### src/rtl/comm_pkg.sv
// rtl/comm_pkg.sv - Shared constants and types for the remote_comm command link.
// Holds response codes, command opcodes, default bit timing and the command FSM states.
package comm_pkg;

  localparam int DEFAULT_BAUD_DIV = 434;

  localparam logic [7:0] COMM_COMPLETE     = 8'hA5;
  localparam logic [7:0] COMM_INTERMEDIATE = 8'h5A;

  localparam logic [15:0] CALIBRATE = 16'h2000;
  localparam logic [15:0] MOVE      = 16'h4000;
  localparam logic [15:0] MOVE_FAN  = 16'h5000;

  typedef enum logic [1:0] {
    IDLE,
    SEND_HI,
    SEND_LO
  } cmd_state_t;

endpackage

### src/rtl/uart_trx.sv
// rtl/uart_trx.sv - 8N1 UART transmitter and receiver, independent and full duplex.
// tx_done strobes in the last cycle of a stop bit so a caller can chain bytes gap-free.
module uart_trx #(
  parameter int BAUD_DIV = 434
) (
  input  logic       clk,
  input  logic       rst_n,
  input  logic       RX,
  output logic       TX,
  input  logic       trmt,
  input  logic [7:0] tx_data,
  output logic       tx_done,
  output logic [7:0] rx_data,
  output logic       rdy,
  input  logic       clr_rdy
);

  localparam int CW = $clog2(BAUD_DIV);
  localparam logic [CW-1:0] BAUD_LAST = CW'(BAUD_DIV - 1);
  localparam logic [CW-1:0] HALF_LAST = CW'(BAUD_DIV / 2 - 1);

  logic [9:0]    tx_shift;
  logic [CW-1:0] tx_baud;
  logic [3:0]    tx_bit;
  logic          tx_busy;
  logic          tx_end;
  logic          tx_load;

  assign tx_end  = tx_busy && (tx_baud == BAUD_LAST) && (tx_bit == 4'd9);
  assign tx_load = trmt && (!tx_busy || tx_end);
  assign tx_done = tx_end;
  assign TX      = tx_shift[0];

  always_ff @(posedge clk) begin
    if (!rst_n) begin
      tx_shift <= '1;
      tx_baud  <= '0;
      tx_bit   <= '0;
      tx_busy  <= 1'b0;
    end else if (tx_load) begin
      tx_shift <= {1'b1, tx_data, 1'b0};
      tx_baud  <= '0;
      tx_bit   <= '0;
      tx_busy  <= 1'b1;
    end else if (tx_busy) begin
      if (tx_baud == BAUD_LAST) begin
        tx_baud <= '0;
        if (tx_bit == 4'd9) begin
          tx_busy <= 1'b0;
        end else begin
          tx_bit   <= tx_bit + 4'd1;
          tx_shift <= {1'b1, tx_shift[9:1]};
        end
      end else begin
        tx_baud <= tx_baud + 1'b1;
      end
    end
  end

  logic          rx_ff1, rx_ff2, rx_prev;
  logic          rx_busy;
  logic [CW-1:0] rx_cnt;
  logic [3:0]    rx_bit;
  logic [7:0]    rx_shift;
  logic          rx_start;
  logic          rx_sample;
  logic          rx_done;

  assign rx_start  = !rx_busy && rx_prev && !rx_ff2;
  assign rx_sample = rx_busy && (rx_cnt == '0);
  assign rx_done   = rx_sample && (rx_bit == 4'd9);

  always_ff @(posedge clk) begin
    if (!rst_n) begin
      rx_ff1  <= 1'b1;
      rx_ff2  <= 1'b1;
      rx_prev <= 1'b1;
    end else begin
      rx_ff1  <= RX;
      rx_ff2  <= rx_ff1;
      rx_prev <= rx_ff2;
    end
  end

  // Bit 0 is the start bit (a high sample there is a glitch), 1..8 data, 9 stop.
  always_ff @(posedge clk) begin
    if (!rst_n) begin
      rx_busy  <= 1'b0;
      rx_cnt   <= '0;
      rx_bit   <= '0;
      rx_shift <= '0;
    end else if (rx_start) begin
      rx_busy <= 1'b1;
      rx_cnt  <= HALF_LAST;
      rx_bit  <= '0;
    end else if (rx_sample) begin
      rx_cnt <= BAUD_LAST;
      rx_bit <= rx_bit + 4'd1;
      if (rx_bit == 4'd0) begin
        if (rx_ff2) rx_busy <= 1'b0;
      end else if (rx_bit == 4'd9) begin
        rx_busy <= 1'b0;
      end else begin
        rx_shift <= {rx_ff2, rx_shift[7:1]};
      end
    end else if (rx_busy) begin
      rx_cnt <= rx_cnt - 1'b1;
    end
  end

  always_ff @(posedge clk) begin
    if (!rst_n) begin
      rx_data <= 8'h00;
      rdy     <= 1'b0;
    end else if (rx_done) begin
      rx_data <= rx_shift;
      rdy     <= 1'b1;
    end else if (clr_rdy || rx_start) begin
      rdy <= 1'b0;
    end
  end

endmodule

### src/rtl/remote_comm.sv
// rtl/remote_comm.sv - Host-side command link: 16-bit command as two UART bytes, one-byte responses.
// Optional macro REMOTE_COMM_AUTO_CLR_EN: an accepted send_cmd also clears resp_rdy.
module remote_comm
  import comm_pkg::*;
#(
  parameter int BAUD_DIV = DEFAULT_BAUD_DIV
) (
  input  logic        clk,
  input  logic        rst_n,
  input  logic        RX,
  output logic        TX,
  input  logic [15:0] cmd,
  input  logic        send_cmd,
  output logic        cmd_sent,
  output logic [7:0]  resp,
  output logic        resp_rdy,
  input  logic        clr_rx_rdy
);

  cmd_state_t state, next_state;
  logic [7:0] cmd_lo;
  logic [7:0] tx_byte;
  logic       trmt;
  logic       accept;
  logic       tx_done;
  logic       clr_rdy;

`ifdef REMOTE_COMM_AUTO_CLR_EN
  assign clr_rdy = clr_rx_rdy | accept;
`else
  assign clr_rdy = clr_rx_rdy;
`endif

  always_ff @(posedge clk) begin
    if (!rst_n) begin
      state    <= IDLE;
      cmd_lo   <= 8'h00;
      cmd_sent <= 1'b0;
    end else begin
      state <= next_state;
      if (accept) begin
        cmd_lo   <= cmd[7:0];
        cmd_sent <= 1'b0;
      end else if (state == SEND_LO && tx_done) begin
        cmd_sent <= 1'b1;
      end
    end
  end

  // The high byte goes straight from the input; only the low byte needs holding.
  always_comb begin
    next_state = state;
    trmt       = 1'b0;
    accept     = 1'b0;
    tx_byte    = cmd_lo;
    case (state)
      IDLE: begin
        if (send_cmd) begin
          accept     = 1'b1;
          trmt       = 1'b1;
          tx_byte    = cmd[15:8];
          next_state = SEND_HI;
        end
      end
      SEND_HI: begin
        if (tx_done) begin
          trmt       = 1'b1;
          next_state = SEND_LO;
        end
      end
      SEND_LO: begin
        if (tx_done) next_state = IDLE;
      end
      default: next_state = IDLE;
    endcase
  end

  uart_trx #(.BAUD_DIV(BAUD_DIV)) u_uart (
    .clk     (clk),
    .rst_n   (rst_n),
    .RX      (RX),
    .TX      (TX),
    .trmt    (trmt),
    .tx_data (tx_byte),
    .tx_done (tx_done),
    .rx_data (resp),
    .rdy     (resp_rdy),
    .clr_rdy (clr_rdy)
  );

endmodule

### config.mk
export PLATFORM = sky130hd
export DESIGN_NAME = remote_comm
export DESIGN_NICKNAME = d
export VERILOG_FILES = /design/src/rtl/comm_pkg.sv /design/src/rtl/uart_trx.sv /design/src/rtl/remote_comm.sv
export SDC_FILE = /design/constraint.sdc
export NUM_CORES = 1
export LEC_CHECK = 0
export CORE_MARGIN = 4
export CORE_UTILIZATION = 45
export CTS_CLUSTER_DIAMETER = 100
export CTS_CLUSTER_SIZE = 8
export DETAILED_ROUTE_END_ITERATION = 6
export PLACE_DENSITY = 0.66
export SLEW_MARGIN = 25
export SYNTH_ARGS = -nofsm -noshare
export SYNTH_HDL_FRONTEND = slang
export SYNTH_SLANG_ARGS = --single-unit
### constraint.sdc
create_clock -name clk -period 2.8 [get_ports clk]
set_input_delay 0.56 -clock clk [delete_from_list [all_inputs] [get_ports clk]]
set_output_delay 0.56 -clock clk [all_outputs]
set_load 0.01 [all_outputs]
Word-level counts from Yosys, hierarchy flattened. Index checks and enable logic that the tools add are counted. Widths: inputs -> output; s select.

Latch bits: 0. Bits in writable memories: 0. Memory bits (read-only): 0. Memories kept: 0. Flip-flop bits (word level): 68.

$mul: 0. Muxes and demuxes: 29. Shift operators: 0. Add/sub/neg operators: 4. Divide/modulo/power cells: 0. Reductions and logical operators: 32. Eq/ne operators: 10. Bitwise gates (word level): 5. $lt $le $gt $ge: 0.

Operator list (count): $mux 9 (7); $mux 8 (3); $mux 1 (14); $reduce_and 3->1 (4); $reduce_bool 2->1 (5); $add 9x1->9 const B (1); $eq 9x9->1 const B (1); $logic_not 9->1 (1); $sub 9x1->9 const B (1); $add 4x1->4 const B (2); $eq 4x4->1 const B (2); $logic_and 1x1->1 (8); $mux 2 (3); $ne 2x2->1 const B (3); $pmux 2 s3 (1); $reduce_bool 3->1 (2); $reduce_or 2->1 (3); $not 1->1 (5); $logic_not 4->1 (1); $reduce_and 4->1 (1); $logic_not 1->1 (3); $ne 3x1->1 const B (1); $reduce_or 3->1 (1); $eq 2x1->1 const B (1); other kinds (5) (6).

Longest topological paths before layout. Gate-level depths: netlist (run 1).

Word-level depth: 8. Mapped depth: 7.

Hierarchy. A second synthesis (run 1) with hierarchy kept.

Cells, all modules: 352. Area, all modules: 3158.0 µm².

By module, submodules not included: uart_trx (area each 2623.8 µm², cells an instance 283, times used 1); remote_comm (area each 534.3 µm², cells an instance 69, times used 1).

Worst setup path after synthesis (run 1). OpenSTA, ideal clock, no wires.

Path type: reg2reg. Start: register u_uart.rx_cnt[3]. End: register u_uart.rx_shift[0]. Library setup time: 0.072 ns. Stages on the path, launching flop included: 5. Required time: 2.728 ns. Slack: 0.719 ns. Arrival time: 2.009 ns. Cell sequence: dfxtp_1 or4_4 or4_4 nor3_4 mux2i_1.

Cells in the longest elaborated chain, start to end: 3.

Ends and longest elaborated chain: start, declared (RTL line uart_trx.sv:62) `logic [CW-1:0] rx_cnt;`; start signal, assigned (RTL line uart_trx.sv:107) `rx_cnt <= rx_cnt - 1'b1;`; $logic_not 9->1 (RTL line uart_trx.sv:70) `assign rx_sample = rx_busy && (rx_cnt == '0);`; $logic_and 1x1->1 (RTL line uart_trx.sv:70); $reduce_and 4->1 (no source line); end signal, assigned (RTL line uart_trx.sv:104) `rx_shift <= {rx_ff2, rx_shift[7:1]};`; end, declared (RTL line uart_trx.sv:64) `logic [7:0] rx_shift;`.

No other way between the ends. A chain may end at the register's enable or synchronous reset.

Final worst setup path (run 1).
Start: register u_uart.rx_cnt[3]. End: register u_uart.rx_shift[4].

Same word-level chain as after synthesis.

==> results of run 1 <==
sequential cells by signal, indices dropped and copies added (netlist names), 2 cells and up:
signal	count
u_uart.rx_shift	8
u_uart.rx_cnt	9
cmd_lo	8
u_uart.tx_baud	9
u_uart.tx_shift	9
state	2
u_uart.rx_data	8
u_uart.tx_bit	4
u_uart.rx_bit	4
where the power goes:
group / internal (mW) / switching [mW] / total (mW)
Combinational: 0.108 / 0.0973 / 0.205
Sequential: 1.01 / 0.0350 / 1.05
Clock: 0.501 / 0.369 / 0.871
Total: 1.62 / 0.502 / 2.12
layer usage:
metal	global-route usage (%)	part of all wire, %	up-vias
met5	0	0	-
met3	4.15	3.2	8
met2	24.9	46	22
met1	20.8	50	1012
li1	-	-	1177
met4	6.63	1.2	0
worst register-to-register path, stage by stage (launching register included):
cell and delay, ps:
sky130_fd_sc_hd__dfxtp_1 350, sky130_fd_sc_hd__or4_4 560, sky130_fd_sc_hd__or4_4 590, sky130_fd_sc_hd__nor3_4 470
sky130_fd_sc_hd__mux2i_1 230
synth_stat cells, drive strengths merged (6+ instances only):
library cell / instances / area [sq um]
dfxtp: 68 / 1360
nand2: 29 / 109
a21oi: 28 / 140
mux2i: 26 / 260
nor2: 21 / 78.8
nor2b: 16 / 100
inv: 11 / 41.3
xnor2: 10 / 87.6
clkbuf: 9 / 33.8
ha: 8 / 100
a22oi: 7 / 52.6
xor2: 7 / 61.3
nand2b: 6 / 37.5
o21ai: 6 / 30.0
cells by family after synthesis:
| family | Yosys count |
|---|---|
| adder cells (fa/ha/maj) | 8 |
| flip-flops | 68 |
| XOR/XNOR | 17 |
| AO/OA/AOI/OAI | 59 |
| AND/OR/NAND/NOR | 111 |
| multiplexers | 26 |
| buffers and inverters | 23 |
layout make-up:
cell class,instances,area [sq um]
Clock inverter,6,88.8
Inverter,11,41.3
Fill cell,573,2760
Multi-Input combinational cell,221,1500
Tap cell,77,96.3
Sequential cell,68,1360
Timing Repair Buffer,40,378
Clock buffer,10,128
worst paths after layout:
check / start / endpoint / cells past startpoint
worst max-delay path: u_uart.rx_cnt[3]$_SDFFE_PN0P_ / u_uart.rx_shift[4]$_SDFFE_PN0P_ / 4
worst min register to register: u_uart.rx_ff1$_SDFF_PN1_ / u_uart.rx_ff2$_SDFF_PN1_ / 1
worst max register to register: u_uart.rx_cnt[3]$_SDFFE_PN0P_ / u_uart.rx_shift[4]$_SDFFE_PN0P_ / 4
worst min-delay path: u_uart.rx_ff1$_SDFF_PN1_ / u_uart.rx_ff2$_SDFF_PN1_ / 1
==> report_table.html, run 1 <==
<table>
<tr><th>Metric</th><th>Value</th></tr>
<tr><th colspan="2">Status</th></tr>
<tr><td>Result of the run</td><td>finished clean</td></tr>
<tr><th colspan="2">STA</th></tr>
<tr><td>Post-route clock skew</td><td>6.79 ps</td></tr>
<tr><td>Final critical-path required period</td><td>2280 ps</td></tr>
<tr><td>Transition time at the pin with the least slew margin</td><td>just under 700 ps</td></tr>
<tr><td>Min setup slack post-route</td><td>approximately 520 ps</td></tr>
<tr><td>Period utilization</td><td>between 80% and 90%</td></tr>
<tr><td>Final setup violating endpoints</td><td>0</td></tr>
<tr><td>Timing-limited maximum frequency</td><td>around 440 MHz</td></tr>
<tr><td>Worst hold margin</td><td>around 450 ps</td></tr>
<tr><td>Relative slew margins</td><td>roughly 54%</td></tr>
<tr><td>Setup repair after global routing missed its margin</td><td>false</td></tr>
<tr><td>Final-report max-slew violation count</td><td>0</td></tr>
<tr><td>Setup_tns</td><td>0 ps</td></tr>
<tr><td>Number of hold violations in the final report</td><td>0</td></tr>
<tr><th colspan="2">Final layout</th></tr>
<tr><td>Non-filler instance count after layout</td><td>~430</td></tr>
<tr><td>Area growth syn-to-layout</td><td>21.7%</td></tr>
<tr><td>Diodes inserted</td><td>0</td></tr>
<tr><td>Total number of nets in the final design</td><td>380</td></tr>
<tr><td>Highest-count cells in the layout ignoring fill and taps</td><td>sky130_fd_sc_hd__dfxtp_1 (68), sky130_fd_sc_hd__clkdlybuf4s50_1 (31), sky130_fd_sc_hd__nand2_1 (29)</td></tr>
<tr><td>Most common cell after layout, fill and taps aside</td><td>sky130_fd_sc_hd__dfxtp_1</td></tr>
<tr><td>Final core utilization</td><td>around 57%</td></tr>
<tr><td>Proportion of layout cells with a drive suffix above 1</td><td>8.99%</td></tr>
<tr><td>Post-layout instance area</td><td>3590 sq um</td></tr>
<tr><th colspan="2">Synthesis</th></tr>
<tr><td>Adder-cell share of the synthesized area</td><td>3.39%</td></tr>
<tr><td>Count of yosys warnings during synthesis</td><td>0</td></tr>
<tr><td>Post-Syn Area</td><td>slightly below 3000 sq um</td></tr>
<tr><td>Count of cell types in the netlist</td><td>45</td></tr>
<tr><td>Register bit count reported by yosys</td><td>68</td></tr>
<tr><td>EDFF count, synth</td><td>0</td></tr>
<tr><td>Synthesized netlist cell count</td><td>around 310</td></tr>
<tr><td>Syn Nets</td><td>approximately 340</td></tr>
<tr><td>Mean cell area of the mapped netlist</td><td>9.45 sq um</td></tr>
<tr><td>Post-synthesis xor/xnor area fraction</td><td>a little over 5%</td></tr>
<tr><td>Combinational family with the most area after synthesis</td><td>simple AND/OR/NAND/NOR gates</td></tr>
<tr><td>Post-synthesis compound-gate area fraction</td><td>12.4%</td></tr>
<tr><td>Simple-Gate Fraction of Synth Area</td><td>20.8%</td></tr>
<tr><td>Sequential share of the synthesized area</td><td>46.2%</td></tr>
<tr><td>Post-synthesis async set-or-reset flop share</td><td>0%</td></tr>
<tr><td>Fraction of synthesized area in multiplexers</td><td>just under 9%</td></tr>
<tr><td>Main synth FF type</td><td>sky130_fd_sc_hd__dfxtp_1</td></tr>
<tr><th colspan="2">Setup path</th></tr>
<tr><td>Cell with the biggest individual delay on the critical path</td><td>sky130_fd_sc_hd__or4_4</td></tr>
<tr><td>Slack of the worst reg-to-reg path</td><td>520 ps</td></tr>
<tr><td>Setup crit start kind</td><td>flip-flop</td></tr>
<tr><td>Ordered list of cells on the worst path</td><td>or4_4 &gt; or4_4 &gt; nor3_4 &gt; mux2i_1</td></tr>
<tr><td>CP required</td><td>around 3100 ps</td></tr>
<tr><td>Highest fanout seen on the critical path</td><td>12</td></tr>
<tr><td>Cell family contributing the most delay on the critical path</td><td>simple AND/OR/NAND/NOR gates</td></tr>
<tr><td>CP max stage delay</td><td>590 ps</td></tr>
<tr><td>Buffers plus inverters on the worst setup path</td><td>0</td></tr>
<tr><td>Worst setup path category</td><td>reg -&gt; reg</td></tr>
<tr><td>Critical Path End Type</td><td>flip-flop</td></tr>
<tr><td>Worst path most repeated cell</td><td>sky130_fd_sc_hd__or4_4</td></tr>
<tr><td>Critical path data arrival time</td><td>about 2500 ps</td></tr>
<tr><th colspan="2">Power</th></tr>
<tr><td>Peak supply drop</td><td>roughly 0.34 mV</td></tr>
<tr><td>Static Leakage</td><td>roughly 1.3 nW</td></tr>
<tr><td>Design Power</td><td>around 2.1 mW</td></tr>
<tr><td>Areal power density over the cells</td><td>just under 600 nW/um^2</td></tr>
<tr><th colspan="2">Clock network</th></tr>
<tr><td>Level count of the clock H-tree</td><td>3</td></tr>
<tr><td>Number of clock sinks seen by CTS</td><td>slightly below 70</td></tr>
<tr><td>Clock Pin Slew Worst Setup and Hold Paths</td><td>around 80 ps</td></tr>
<tr><td>Buffer count from post-CTS setup fixing</td><td>0</td></tr>
<tr><td>Number of buffers added by the clock tree synthesis step</td><td>9</td></tr>
<tr><td>Number of buffers inserted by hold repair at cts</td><td>0</td></tr>
<tr><td>Maximum number of buffers from clock root to sink</td><td>2</td></tr>
<tr><td>Root Buffer</td><td>sky130_fd_sc_hd__clkbuf_8</td></tr>
<tr><td>Resized cells post-CTS</td><td>0</td></tr>
<tr><td>Latest clock arrival within the worst-skew pair</td><td>between 300 and 400 ps</td></tr>
<tr><td>CTS tree</td><td>yes</td></tr>
<tr><th colspan="2">Global route</th></tr>
<tr><td>Maximum number of pins on one net before global-route repair</td><td>21</td></tr>
<tr><td>Number of antenna violations at the first check in global routing</td><td>0</td></tr>
<tr><td>Overall routing resource usage</td><td>15.9%</td></tr>
<tr><td>Vias in the first global route</td><td>2181</td></tr>
<tr><td>First-pass GRT wire length</td><td>9850 microns</td></tr>
<tr><td>Global route overflow</td><td>0</td></tr>
<tr><th colspan="2">Floorplan</th></tr>
<tr><td>Area of the placeable core</td><td>between 6000 and 7000 sq um</td></tr>
<tr><td>Die boundary width</td><td>89.0 microns</td></tr>
<tr><td>Total number of placement rows</td><td>29</td></tr>
<tr><td>DIE HEIGHT</td><td>slightly below 90 microns</td></tr>
<tr><td>Die footprint</td><td>roughly 8000 sq um</td></tr>
<tr><td>Ports placed on the boundary</td><td>32</td></tr>
<tr><td>Initial Util</td><td>a little under half</td></tr>
<tr><th colspan="2">Place</th></tr>
<tr><td>Gp weighted congestion</td><td>0.781</td></tr>
<tr><td>Dpl ws</td><td>approximately 540 ps</td></tr>
<tr><td>Count of input and output buffers</td><td>31</td></tr>
<tr><td>Placement Cell Area</td><td>~3400 sq um</td></tr>
<tr><td>Detailed-placement wirelength estimate</td><td>around 3900 microns</td></tr>
<tr><td>Instance count after placement with tap cells included</td><td>417</td></tr>
<tr><th colspan="2">Detailed routing</th></tr>
<tr><td>DRC Markers</td><td>0</td></tr>
<tr><td>Post-route antenna net violation count</td><td>0</td></tr>
<tr><td>Detailed-route wire length</td><td>about 5700 microns</td></tr>
<tr><td>Vias</td><td>2219</td></tr>
<tr><td>Wire length per cell</td><td>about 13 microns</td></tr>
<tr><td>Starting DRC count in detailed routing</td><td>between 90 and 100</td></tr>
<tr><td>Vias per inst</td><td>just over 5</td></tr>
<tr><td>Pre-antenna DRT Iters</td><td>4</td></tr>
<tr><th colspan="2">Hold path</th></tr>
<tr><td>Worst min path class</td><td>reg -&gt; reg</td></tr>
<tr><th colspan="2">Job</th></tr>
<tr><td>Total of max-cap violations</td><td>0</td></tr>
</table>
(Power assumes the default switching activity.)
==> run 2: changes to the inputs <==
Settings changed: PLACE_DENSITY 0.66 to 0.68.
Clock period 2.8 ns to 2.02 ns, I/O delays scaled along.
==> report_table.html, run 2 (synthesized netlist as in run 1, its figures left out) <==
<table>
<tr><th>Metric</th><th>Value</th></tr>
<tr><th colspan="2">Global route</th></tr>
<tr><td>Global route overflow</td><td>0 (unchanged)</td></tr>
<tr><td>Number of antenna violations at the first check in global routing</td><td>0 (unchanged)</td></tr>
<tr><td>Vias in the first global route</td><td>2260 (was 2181)</td></tr>
<tr><td>Maximum number of pins on one net before global-route repair</td><td>22 (was 21)</td></tr>
<tr><td>First-pass GRT wire length</td><td>9940 microns (was 9850 microns)</td></tr>
<tr><td>Overall routing resource usage</td><td>16.1% (was 15.9%)</td></tr>
<tr><th colspan="2">Floorplan</th></tr>
<tr><td>Initial Util</td><td>46.4% (unchanged)</td></tr>
<tr><td>Die boundary width</td><td>89.0 microns (unchanged)</td></tr>
<tr><td>Area of the placeable core</td><td>6350 sq um (unchanged)</td></tr>
<tr><td>Die footprint</td><td>7910 sq um (unchanged)</td></tr>
<tr><td>Ports placed on the boundary</td><td>32 (unchanged)</td></tr>
<tr><td>DIE HEIGHT</td><td>89.0 microns (unchanged)</td></tr>
<tr><td>Total number of placement rows</td><td>29 (unchanged)</td></tr>
<tr><th colspan="2">STA</th></tr>
<tr><td>Min setup slack post-route</td><td>20.6 ps (was 521 ps)</td></tr>
<tr><td>Final critical-path required period</td><td>2000 ps (was 2280 ps)</td></tr>
<tr><td>Setup repair after global routing missed its margin</td><td>true (was false)</td></tr>
<tr><td>Relative slew margins</td><td>69.2% (was 53.8%)</td></tr>
<tr><td>Worst hold margin</td><td>410 ps (was 451 ps)</td></tr>
<tr><td>Post-route clock skew</td><td>8.86 ps (was 6.79 ps)</td></tr>
<tr><td>Number of hold violations in the final report</td><td>0 (unchanged)</td></tr>
<tr><td>Final-report max-slew violation count</td><td>0 (unchanged)</td></tr>
<tr><td>Timing-limited maximum frequency</td><td>500 MHz (was 439 MHz)</td></tr>
<tr><td>Setup_tns</td><td>0 ps (unchanged)</td></tr>
<tr><td>Final setup violating endpoints</td><td>0 (unchanged)</td></tr>
<tr><td>Period utilization</td><td>99.0% (was 81.4%)</td></tr>
<tr><td>Transition time at the pin with the least slew margin</td><td>460 ps (was 683 ps)</td></tr>
<tr><th colspan="2">Setup path</th></tr>
<tr><td>Worst reg2reg endpoint</td><td>u_uart.rx_bit[3]$_SDFFE_PP0P_ (was u_uart.rx_shift[4]$_SDFFE_PN0P_)</td></tr>
<tr><td>Worst setup path category</td><td>reg -&gt; reg (unchanged)</td></tr>
<tr><td>Slack of the worst reg-to-reg path</td><td>20 ps (was 520 ps)</td></tr>
<tr><td>Buffers plus inverters on the worst setup path</td><td>1 (was 0)</td></tr>
<tr><td>Worst path most repeated cell</td><td>sky130_fd_sc_hd__or4_4 (unchanged)</td></tr>
<tr><td>Cell family contributing the most delay on the critical path</td><td>simple AND/OR/NAND/NOR gates (unchanged)</td></tr>
<tr><td>Setup crit start kind</td><td>flip-flop (unchanged)</td></tr>
<tr><td>Cells on worst reg2reg path</td><td>5 (was 4)</td></tr>
<tr><td>Critical path data arrival time</td><td>2260 ps (was 2540 ps)</td></tr>
<tr><td>Cell with the biggest individual delay on the critical path</td><td>sky130_fd_sc_hd__or4_4 (unchanged)</td></tr>
<tr><td>Highest fanout seen on the critical path</td><td>4 (was 12)</td></tr>
<tr><td>CP required</td><td>2280 ps (was 3060 ps)</td></tr>
<tr><td>CP max stage delay</td><td>530 ps (was 590 ps)</td></tr>
<tr><td>Critical Path End Type</td><td>flip-flop (unchanged)</td></tr>
<tr><td>Ordered list of cells on the worst path</td><td>or4_4 &gt; or4_4 &gt; buf_6 &gt; or3_4 &gt; a21oi_2 (was or4_4 &gt; or4_4 &gt; nor3_4 &gt; mux2i_1)</td></tr>
<tr><td>RR Startpoint</td><td>u_uart.rx_cnt[6]$_SDFFE_PN0P_ (was u_uart.rx_cnt[3]$_SDFFE_PN0P_)</td></tr>
<tr><th colspan="2">Power</th></tr>
<tr><td>Switching share of power</td><td>23.6% (about the same)</td></tr>
<tr><td>Areal power density over the cells</td><td>793 nW/um^2 (was 591 nW/um^2)</td></tr>
<tr><td>Design Power</td><td>2.98 mW (was 2.12 mW)</td></tr>
<tr><td>Static Leakage</td><td>1.43 nW (was 1.33 nW)</td></tr>
<tr><td>Share of total power in sequential cells</td><td>48.3% (was 49.3%)</td></tr>
<tr><td>Combinational share of power</td><td>11.3% (was 9.7%)</td></tr>
<tr><td>Clock Power Share</td><td>40.4% (was 41.0%)</td></tr>
<tr><td>Net switching power figure</td><td>0.703 mW (was 0.502 mW)</td></tr>
<tr><td>Power Internal</td><td>2.28 mW (was 1.62 mW)</td></tr>
<tr><td>Peak supply drop</td><td>0.482 mV (was 0.345 mV)</td></tr>
<tr><th colspan="2">Detailed routing</th></tr>
<tr><td>Starting DRC count in detailed routing</td><td>72 (was 98)</td></tr>
<tr><td>Wire length per cell</td><td>13.1 microns (about the same)</td></tr>
<tr><td>Pre-antenna DRT Iters</td><td>4 (unchanged)</td></tr>
<tr><td>Vias</td><td>2319 (was 2219)</td></tr>
<tr><td>Detailed-route wire length</td><td>5900 microns (was 5670 microns)</td></tr>
<tr><td>Post-route antenna net violation count</td><td>0 (unchanged)</td></tr>
<tr><td>Vias per inst</td><td>5.15 (was 5.12)</td></tr>
<tr><td>DRC Markers</td><td>0 (unchanged)</td></tr>
<tr><th colspan="2">Final layout</th></tr>
<tr><td>Post-layout instance area</td><td>3760 sq um (was 3590 sq um)</td></tr>
<tr><td>Highest-count cells in the layout ignoring fill and taps</td><td>sky130_fd_sc_hd__dfxtp_1 (66), sky130_fd_sc_hd__clkdlybuf4s50_1 (31), sky130_fd_sc_hd__nand2_1 (29) (was sky130_fd_sc_hd__dfxtp_1 (68), sky130_fd_sc_hd__clkdlybuf4s50_1 (31), sky130_fd_sc_hd__nand2_1 (29))</td></tr>
<tr><td>Proportion of layout cells with a drive suffix above 1</td><td>14.5% (was 8.99%)</td></tr>
<tr><td>Total number of nets in the final design</td><td>397 (was 380)</td></tr>
<tr><td>Area growth syn-to-layout</td><td>27.5% (was 21.7%)</td></tr>
<tr><td>Diodes inserted</td><td>0 (unchanged)</td></tr>
<tr><td>Fill count</td><td>567 (was 573)</td></tr>
<tr><td>Final core utilization</td><td>59.2% (was 56.5%)</td></tr>
<tr><td>Non-filler instance count after layout</td><td>450 (was 433)</td></tr>
<tr><td>Most common cell after layout, fill and taps aside</td><td>sky130_fd_sc_hd__dfxtp_1 (unchanged)</td></tr>
<tr><td>Biggest registers after layout</td><td>u_uart.rx_cnt: 9 flops, u_uart.tx_baud: 9 flops, u_uart.tx_shift: 9 flops (unchanged)</td></tr>
<tr><th colspan="2">Clock network</th></tr>
<tr><td>CTS tree</td><td>yes (unchanged)</td></tr>
<tr><td>Number of buffers inserted by hold repair at cts</td><td>0 (unchanged)</td></tr>
<tr><td>Maximum number of buffers from clock root to sink</td><td>2 (unchanged)</td></tr>
<tr><td>Number of buffers added by the clock tree synthesis step</td><td>9 (unchanged)</td></tr>
<tr><td>Root Buffer</td><td>sky130_fd_sc_hd__clkbuf_8 (unchanged)</td></tr>
<tr><td>Latest clock arrival within the worst-skew pair</td><td>340 ps (was 330 ps)</td></tr>
<tr><td>Level count of the clock H-tree</td><td>3 (unchanged)</td></tr>
<tr><td>Number of clock sinks seen by CTS</td><td>68 (unchanged)</td></tr>
<tr><td>Buffer count from post-CTS setup fixing</td><td>0 (unchanged)</td></tr>
<tr><td>Clock Pin Slew Worst Setup and Hold Paths</td><td>70 ps (was 80 ps)</td></tr>
<tr><th colspan="2">Hold path</th></tr>
<tr><td>Hold Crit Endpoint</td><td>u_uart.rx_ff2$_SDFF_PN1_ (unchanged)</td></tr>
<tr><td>Worst min path class</td><td>reg -&gt; reg (unchanged)</td></tr>
<tr><td>Start point of the worst hold path</td><td>u_uart.rx_ff1$_SDFF_PN1_ (unchanged)</td></tr>
<tr><td>Hold Path Stages</td><td>1 (unchanged)</td></tr>
<tr><th colspan="2">Place</th></tr>
<tr><td>Instance count after placement with tap cells included</td><td>433 (was 417)</td></tr>
<tr><td>Dpl ws</td><td>-68.6 ps (was 539 ps)</td></tr>
<tr><td>Gp weighted congestion</td><td>0.813 (was 0.781)</td></tr>
<tr><td>Placement Cell Area</td><td>3510 sq um (was 3370 sq um)</td></tr>
<tr><td>Count of input and output buffers</td><td>31 (unchanged)</td></tr>
<tr><td>Detailed-placement wirelength estimate</td><td>4190 microns (was 3880 microns)</td></tr>
<tr><th colspan="2">Job</th></tr>
<tr><td>Total of max-cap violations</td><td>0 (unchanged)</td></tr>
<tr><th colspan="2">Status</th></tr>
<tr><td>Result of the run</td><td>finished clean (unchanged)</td></tr>
</table>
run 2: changes by cell type in the layout (fill, tap and decap cells not counted), moves of 2 or more:
cell,previous run,this run
sky130_fd_sc_hd__buf_6,0,3
sky130_fd_sc_hd__buf_4,9,22
sky130_fd_sc_hd__dfxtp_2,0,2
sky130_fd_sc_hd__dfxtp_1,68,66
sky130_fd_sc_hd__clkinvlp_4,2,0
run 2: worst max-delay path by stage:
| stage | endpoint | slack, ps | start | depth (start not counted) |
|---|---|---|---|---|
| floorplan | u_uart.rx_shift[0]$_SDFFE_PN0P_ | -9 | u_uart.rx_cnt[6]$_SDFFE_PN0P_ | 4 |
| global placement | u_uart.rx_data[5]$_SDFFE_PN0P_ | -40 | u_uart.rx_cnt[6]$_SDFFE_PN0P_ | 5 |
| detailed placement | u_uart.rx_data[1]$_SDFFE_PN0P_ | -70 | u_uart.rx_cnt[6]$_SDFFE_PN0P_ | 5 |
| CTS | u_uart.rx_bit[3]$_SDFFE_PP0P_ | -30 | u_uart.rx_cnt[6]$_SDFFE_PN0P_ | 5 |
| global route | u_uart.rx_bit[3]$_SDFFE_PP0P_ | -40 | u_uart.rx_cnt[6]$_SDFFE_PN0P_ | 5 |
| finish | u_uart.rx_bit[3]$_SDFFE_PP0P_ | 20 | u_uart.rx_cnt[6]$_SDFFE_PN0P_ | 5 |
run 2: area by class of cell:
cell class	instances	area [sq um]	share of cell area, %
multi-input cells	221	1520	40.3
flip-flops and latches	68	1360	36.3
repair buffers	57	529	14.1
clock buffers	10	128	3.39
well taps	77	96.3	2.56
clock inverters	6	87.6	2.33
inverters	11	41.3	1.10
run 2: power by group through the flow:
stage	registers [mW]	logic (mW)	clock network, mW
after floorplan	1.47	0.202	0
after global placement	1.47	0.329	0
after detailed placement	1.47	0.334	0
after CTS	1.44	0.338	1.24
after global routing	1.45	0.375	1.30
final	1.44	0.337	1.21
run 2: metal layers:
metal	vias to the layer above	share of wire (%)	routed length (microns)	track usage, %
met2	27	50	2960	27.3
met1	1078	46	2700	19.3
met5	-	0	0	0
met4	0	0.58	34	5.55
li1	1210	-	-	-
met3	4	3.5	207	5.25
run 2: what timing repair did:
| action | CTS | global route |
|---|---|---|
| gates resized for setup | 6 | 4 |
| pin swaps | 2 | 1 |
| setup endpoints to repair | 11 | 18 |
| gates cloned | 1 | 0 |
